File: config.mk
export PLATFORM = sky130hd
export DESIGN_NAME = td4x_cpu_flat
export DESIGN_NICKNAME = d
export VERILOG_FILES = /design/src/rtl/td4x_cpu_if.sv /design/src/rtl/td4x_cpu.sv /design/src/flat_wrapper.sv
export SDC_FILE = /design/constraint.sdc
export NUM_CORES = 1
export LEC_CHECK = 0
export ABC_CLOCK_PERIOD_IN_PS = 3300
export CORE_MARGIN = 8
export CORE_UTILIZATION = 53
export CTS_BUF_LIST = sky130_fd_sc_hd__clkbuf_4
export DETAILED_ROUTE_END_ITERATION = 10
export DONT_BUFFER_PORTS = 1
export GPL_ROUTABILITY_DRIVEN = 0
export PLACE_DENSITY_LB_ADDON = 0.12
export SLEW_MARGIN = 10
export SYNTH_ARGS = -nofsm -noshare
export SYNTH_HDL_FRONTEND = slang
export SYNTH_SLANG_ARGS = --single-unit
File: constraint.sdc
create_clock -name clk -period 3.3 [get_ports clk]
set_input_delay 0.825 -clock clk [delete_from_list [all_inputs] [get_ports clk]]
set_output_delay 0.825 -clock clk [all_outputs]
set_load 0.1 [all_outputs]
File: src/rtl/td4x_cpu_if.sv
// Instruction-fetch bus between the td4x core (master) and its program ROM (slave).
// instr_valid low stalls the core for that cycle.
interface td4x_cpu_if #(
  parameter int DW = 4,
  parameter int AW = 4
);
  localparam int IW = 4 + DW;

  logic [AW-1:0] pc_addr;
  logic [IW-1:0] instr_data;
  logic          instr_valid;

  modport master (output pc_addr, input instr_data, input instr_valid);
  modport slave  (input pc_addr, output instr_data, output instr_valid);
endinterface

File: src/rtl/td4x_cpu.sv
// Single-cycle accumulator core: every enabled, valid fetch retires on the same edge.
// One adder serves ADD/MOV/IN/OUT; the data movers add zero, so their carry is 0.
module td4x_cpu #(
  parameter int DW = 4,
  parameter int AW = 4
) (
  input  logic              clk,
  input  logic              rst,
  input  logic              ena,
  td4x_cpu_if.master        fetch,
  input  logic [DW-1:0]     port_i,
  output logic [DW-1:0]     port_o,
  output logic              cf,
  output logic              halted
);
  localparam int IW = 4 + DW;

  localparam logic [3:0] OP_ADD_AI = 4'b0000, OP_ADD_BI = 4'b0101, OP_ADD_AB = 4'b1000,
                         OP_MOV_AI = 4'b0011, OP_MOV_BI = 4'b0111, OP_MOV_AB = 4'b0001,
                         OP_MOV_BA = 4'b0100, OP_IN_A   = 4'b0010, OP_IN_B   = 4'b0110,
                         OP_OUT_B  = 4'b1001, OP_OUT_I  = 4'b1011, OP_JMP    = 4'b1111,
                         OP_JNC    = 4'b1110, OP_JC     = 4'b1100, OP_HLT    = 4'b1101,
                         OP_NOP    = 4'b1010;

  logic [DW-1:0] a_q, a_d, b_q, b_d, out_q, out_d;
  logic [AW-1:0] pc_q, pc_d;
  logic          cf_q, cf_d, halt_q, halt_d;

  logic [IW-1:0] instr;
  logic [3:0]    op;
  logic [DW-1:0] im, src, opnd;
  logic [DW:0]   sum;
  logic [AW-1:0] tgt;
  logic          exec, wr_a, wr_b, wr_o, upd_cf, jmp, hlt;

  assign instr = fetch.instr_data;
  assign op    = instr[IW-1:IW-4];
  assign im    = instr[DW-1:0];
  assign exec  = ena & fetch.instr_valid & ~halt_q;
  assign sum   = {1'b0, src} + {1'b0, opnd};
  // Truncates when AW<=DW, zero-extends otherwise.
  assign tgt   = AW'(im);

  always_comb begin
    src = '0; opnd = '0;
    wr_a = 1'b0; wr_b = 1'b0; wr_o = 1'b0;
    upd_cf = 1'b1; jmp = 1'b0; hlt = 1'b0;
    case (op)
      OP_ADD_AI: begin src = a_q;    opnd = im;  wr_a = 1'b1; end
      OP_ADD_BI: begin src = b_q;    opnd = im;  wr_b = 1'b1; end
      OP_ADD_AB: begin src = a_q;    opnd = b_q; wr_a = 1'b1; end
      OP_MOV_AI: begin opnd = im;    wr_a = 1'b1; end
      OP_MOV_BI: begin opnd = im;    wr_b = 1'b1; end
      OP_MOV_AB: begin src = b_q;    wr_a = 1'b1; end
      OP_MOV_BA: begin src = a_q;    wr_b = 1'b1; end
      OP_IN_A:   begin src = port_i; wr_a = 1'b1; end
      OP_IN_B:   begin src = port_i; wr_b = 1'b1; end
      OP_OUT_B:  begin src = b_q;    wr_o = 1'b1; end
      OP_OUT_I:  begin opnd = im;    wr_o = 1'b1; end
      OP_JMP:    jmp = 1'b1;
      OP_JNC:    jmp = ~cf_q;
      OP_JC:     jmp = cf_q;
      OP_HLT:    hlt = 1'b1;
      OP_NOP:    upd_cf = 1'b0;
      default:   upd_cf = 1'b0;
    endcase
  end

  always_comb begin
    a_d = a_q; b_d = b_q; out_d = out_q;
    pc_d = pc_q; cf_d = cf_q; halt_d = halt_q;
    if (exec) begin
      if (wr_a)   a_d   = sum[DW-1:0];
      if (wr_b)   b_d   = sum[DW-1:0];
      if (wr_o)   out_d = sum[DW-1:0];
      if (upd_cf) cf_d  = sum[DW];
      if (hlt)      halt_d = 1'b1;
      else if (jmp) pc_d   = tgt;
      else          pc_d   = pc_q + AW'(1);
    end
  end

  always_ff @(posedge clk) begin
    if (rst) begin
      a_q <= '0; b_q <= '0; out_q <= '0;
      pc_q <= '0; cf_q <= 1'b0; halt_q <= 1'b0;
    end else begin
      a_q <= a_d; b_q <= b_d; out_q <= out_d;
      pc_q <= pc_d; cf_q <= cf_d; halt_q <= halt_d;
    end
  end

  assign fetch.pc_addr = pc_q;
  assign port_o        = out_q;
  assign cf            = cf_q;
  assign halted        = halt_q;
endmodule
File: src/flat_wrapper.sv
// flat-port wrapper written by rule: the top's interface ports become plain ports
module td4x_cpu_flat 
#(
  parameter int DW = 4,
  parameter int AW = 4
)
  (clk, rst, ena, port_i, port_o, cf, halted, fetch_pc_addr, fetch_instr_data, fetch_instr_valid);
  td4x_cpu_if #(.DW(DW), .AW(AW)) fetch_i ();
  input  logic clk;
  input  logic rst;
  input  logic ena;
  input  logic [DW-1:0] port_i;
  output logic [DW-1:0] port_o;
  output logic cf;
  output logic halted;
  output wire logic [$bits(fetch_i.pc_addr)-1:0] fetch_pc_addr;
  input wire logic [$bits(fetch_i.instr_data)-1:0] fetch_instr_data;
  input wire logic [$bits(fetch_i.instr_valid)-1:0] fetch_instr_valid;
  assign fetch_pc_addr = fetch_i.pc_addr;
  assign fetch_i.instr_data = fetch_instr_data;
  assign fetch_i.instr_valid = fetch_instr_valid;
  td4x_cpu #(.DW(DW), .AW(AW)) u_core (.clk(clk), .rst(rst), .ena(ena), .fetch(fetch_i), .port_i(port_i), .port_o(port_o), .cf(cf), .halted(halted));
endmodule
Word level (Yosys, flattened, before mapping). Cells that the tools add are included.

Bits of input ports: 16. Word-level logic and storage cells: 51. Register bits: 18.

Reductions and logical operators: 14. $add $sub $neg: 2. Bitwise operators: 6. Muxes and demuxes: 8. Eq/ne operators: 15.

Operators by type and width (count): $eq A4 B4 Y1 const B (8); $eq A4 B3 Y1 const B (4); $pmux W4 S3 (1); $reduce_and A2 Y1 (6); $reduce_or A5 Y1 (2); $eq A4 B2 Y1 const B (2); $pmux W4 S2 (1); $reduce_or A3 Y1 (2); $add A4 B4 Y5 (1); $add A4 B1 Y4 const B (1); $eq A4 B1 Y1 const B (1); $logic_not A4 Y1 (1); $mux W1 (4); $mux W4 (1); $not A1 Y1 (4); $reduce_or A2 Y1 (2); $reduce_or A4 Y1 (1); $pmux W1 S3 (1); $and A1 B1 Y1 (2).

Depth between registers and ports, before layout.
Word-level depth: 4. Gate-level depth with buffers: 10. Gate-level depth less buffers: 9.

Worst setup path before layout. Ideal clock, no wire load.

Path kind: input-to-reg. From: input port fetch_instr_data[7]. To: register u_core.cf_q, in the netlist u_core.cf. Setup time: 0.131 ns. Buffers on the path: 1. Stages: 10. Arrival: 2.558 ns. Setup slack: 0.612 ns. Cells stage by stage: buf_4 nand2_1 and3b_2 a22oi_1 nand2_1 ha_1 fa_1 a21o_1 a21oi_1 a311oi_1.

Longest elaborated chain between the ends: 4. Elaborated cells between the ends (all ways): 21. Those cells by class: add/sub: 1; eq/ne: 11; mux: 2; bitwise: 1; reduce/logical: 6.

RTL lines: from (decl) (RTL line flat_wrapper.sv:17) `input wire logic [$bits(fetch_i.instr_data)-1:0] fetch_instr_data;`; $eq A4 B2 Y1, or another cell as far along (RTL line td4x_cpu.sv:48) `case (op)`; $reduce_or A5 Y1 (no line), or another cell as far along; $pmux W4 S2 / $pmux W4 S3 (equally long branches) (RTL line td4x_cpu.sv:48); $add A4 B4 Y5 (RTL line td4x_cpu.sv:40) `assign sum = {1'b0, src} + {1'b0, opnd};`; to (signal assigned) (RTL line td4x_cpu.sv:86) `pc_q <= '0; cf_q <= 1'b0; halt_q <= 1'b0;`; to (signal assigned) (RTL line td4x_cpu.sv:89) `pc_q <= pc_d; cf_q <= cf_d; halt_q <= halt_d;`; to (decl) (RTL line td4x_cpu.sv:27) `logic cf_q, cf_d, halt_q, halt_d;`.

Parallel ways exist; a longest one is shown, timed or not. A chain may end at the register's enable or synchronous reset.

Final worst setup path.
From: input port fetch_instr_data[6]. To: register u_core.b_q[3].

Longest elaborated chain between the ends: 4. Elaborated cells between the ends (all ways): 21. Those cells by class: add/sub: 1; eq/ne: 10; mux: 3; reduce/logical: 7.

RTL lines: $eq A4 B2 Y1, or another cell as far along (RTL line td4x_cpu.sv:48); $reduce_or A5 Y1 (no line), or another cell as far along; $pmux W4 S2, or another cell as far along (RTL line td4x_cpu.sv:48); $add A4 B4 Y5 / $reduce_and A2 Y1 (equally long branches); to (signal assigned) (RTL line td4x_cpu.sv:85) `a_q <= '0; b_q <= '0; out_q <= '0;`; to (signal assigned) (RTL line td4x_cpu.sv:88) `a_q <= a_d; b_q <= b_d; out_q <= out_d;`; to (decl) (RTL line td4x_cpu.sv:25) `logic [DW-1:0] a_q, a_d, b_q, b_d, out_q, out_d;`.

Parallel ways exist; a longest one is shown, timed or not.

==> key figures <==
Run status
  – Run status: finished clean

Place
  – IO buf count: 0
  – DP HPWL: 2.07 mm
  – Dpl ws: 0.556 ns
  – Placement Cell Area: 1220 µm²
  – Placed cell count: 154

Logic synthesis
  – Area contributors post-synth: dfxtp_1 (29%), ha_1 (5.0%), mux2i_1 (4.8%)
  – Cell taking the most area after synthesis: dfxtp_1
  – Synth Flop Type: dfxtp_1
  – Synth cell types: 52
  – Ys Warns: 0
  – Synth Instances: 133
  – Post-synth top area share: 0.290
  – Async S/R FF share, synth: 0
  – Sequential fraction of the synthesis area: 0.290
  – Post-synthesis average cell area: 9.34 µm²
  – Netlist Area Pre-Place: 1240 µm²
  – Post-synth EDFFs: 0
  – #FFs+latches synth: 18
  – Post-Syn Nets: 155

Floorplan
  – Die area: 4150 µm²
  – Row Count: 17
  – Io pins: 26
  – Die height: 64.4 µm
  – Core Region: 2210 µm²
  – Chip Width: 64.4 µm
  – Initial Util: 0.562

Worst setup path
  – Slowest stage delay, CP: 0.56 ns
  – WP data required: 3.50 ns
  – Cells along the critical path: a211oi_1 > a22oi_1 > nand2_1 > ha_1 > a211oi_1 > o21ai_0 > o31ai_1
  – Nature of the critical path endpoint: flop
  – Worst-path maximum fanout: 9
  – Kind of critical path: in -> reg
  – CP dominant cell by count: a211oi_1
  – CP Launch Type: input port
  – Crit path DAT: 2.66 ns
  – Crit-path slowest cell: a211oi_1

Clocking
  – # clock sinks: 18
  – Num CTS Buffers: 3
  – Clk slew on worst S/H paths: 0.11 ns
  – Htree depth: 1
  – CTS Root Cell: clkbuf_4
  – Hold_buf cts: 0
  – CTS tree: yes
  – Setup Fix Bufs, Post-CTS: 0
  – Maximum root-to-sink buffer count: 2
  – Post-CTS resize count: 0
  – Clk_lat worst skew: 0.29 ns

Finish
  – # diodes: 0
  – NumNets Final: 153
  – Register Area: 360 µm²
  – Area of the multi-input gates: 803 µm²
  – Layout cells sized above 1: 0.123
  – Total of fill cells in the finished design: 204
  – Most frequent cells in the layout: dfxtp_1 (18), nor2_1 (12), nand2_1 (10)
  – Final design area excluding fillers: 1240 µm²
  – Area Growth Syn to Fin: 0.100%
  – Commonest non-fill, non-tap cell in the layout: dfxtp_1
  – Non-filler instance count after layout: 158

Run
  – Max Cap Viol: 0

Timing
  – Tightest Pin Transition: 1.07 ns
  – Final period util: 0.746
  – Setup TNS: 0 ns
  – Clock skew: 0.00180 ns
  – Achievable clock frequency: 406 MHz
  – Max-slew violations: 0
  – Fin crit period: 2.46 ns
  – Fin. Hold Viols: 0
  – RSZ-0062 raised after global routing: no
  – Setup Viol. Count Final: 0
  – Setup ws final: 0.838 ns
  – Worst slew margin: 0.284

Detailed routing
  – Total vias in the final route: 982
  – Iter 0 DRT Violations: 33
  – DRC Markers: 0
  – Vias per Instance: 6.22
  – Avg WL per Cell: 17.0 µm
  – DRT Wirelength: 2.68 mm
  – TritonRoute pass-1 iters: 4
  – Routed Antenna Nets: 0

Hold path
  – Hold/Removal Path Class: reg -> reg

Power
  – Leakage: 0.000454 µW
  – Max IR drop VDD: 0.230 mV
  – PD cells: 355 nW/µm²

GRT
  – Total Routing Usage GR: 0.132
  – Number of global-route vias before repair: 904
  – Global-route wire length before repair: 4.44 mm
  – Total gr overflow: 0
  – Initial antenna violation count: 0
  – Largest net degree at the start of global routing: 26
-- path summary, 6_finish.rpt --
kind,start,endpoint,slack [ns],depth (start not counted)
max,fetch_instr_data[6],u_core.b_q[3]$_SDFFE_PP0P_,0.84,7
min,u_core.a_q[0]$_SDFFE_PP0P_,u_core.a_q[0]$_SDFFE_PP0P_,0.50,2
max reg2reg,u_core.cf$_SDFFE_PP0P_,u_core.fetch.pc_addr[2]$_SDFFE_PP0P_,1.32,4
min reg2reg,u_core.a_q[0]$_SDFFE_PP0P_,u_core.a_q[0]$_SDFFE_PP0P_,0.50,2
-- cell usage after synthesis (3+ instances only) --
| cell | count |
|---|---|
| o21ai_0 | 3 |
| nand2b_1 | 4 |
| nand2_1 | 10 |
| a22o_1 | 4 |
| a211oi_1 | 5 |
| a22oi_1 | 4 |
| ha_1 | 5 |
| mux2i_1 | 6 |
| dfxtp_1 | 18 |
| nor2_1 | 12 |
| a21oi_1 | 4 |
| buf_6 | 4 |
-- metrics by stage --
step                hold slack (ns)  total power [µW]   util
floorplan                     0.461               336      -
global placement              0.482               334  0.550
detailed placement            0.488               335  0.550
CTS                           0.512               447  0.562
global route                  0.555               465  0.562
finish                        0.505               442  0.562
-- where the power goes --
group	internal, µW	switching, µW	total [µW]
Clock	43.9	68.7	113
Sequential	224	42.3	266
Combinational	29.6	33.6	63.2
-- flip-flops by register name, indices dropped and copies added (netlist names) --
register	cells
u_core.a_q	4
u_core.halted	1
u_core.b_q	4
u_core.fetch.pc_addr	4
u_core.cf	1
u_core.port_o	4
-- worst max-delay path: cells and delay by family --
kind            cells  cell delay (ns)
compound gates      5             1.45
fa+ha+maj           1             0.24
simple gates        1             0.15
-- metal layers --
layer / global-route usage / part of all wire / vias up
met3: 0.0447 / 0.082 / 2
met2: 0.204 / 0.46 / 26
met4: 0.0490 / 0.0067 / 0
met1: 0.167 / 0.45 / 457
li1: - / - / 497
met5: 0 / 0 / -
-- kinds of logic after synthesis --
family | after synthesis | share of synthesized area
DFF | 18 | 0.290
AOI/OAI and AO/OA | 37 | 0.214
buffers and inverters | 11 | 0.0634
muxes | 6 | 0.0483
and+or+nand+nor | 53 | 0.297
adders and majority gates | 6 | 0.0665
xor gates and xnor gates | 2 | 0.0201
-- final cells by class --
type / instances / area share
Multi-Input combinational cell: 104 / 0.646
Sequential cell: 18 / 0.290
Tap cell: 28 / 0.0282
Clock buffer: 3 / 0.0181
Inverter: 3 / 0.00905
Timing Repair Buffer: 1 / 0.00604
Clock inverter: 1 / 0.00302
Note: power is estimated with default switching activity, not from simulation.
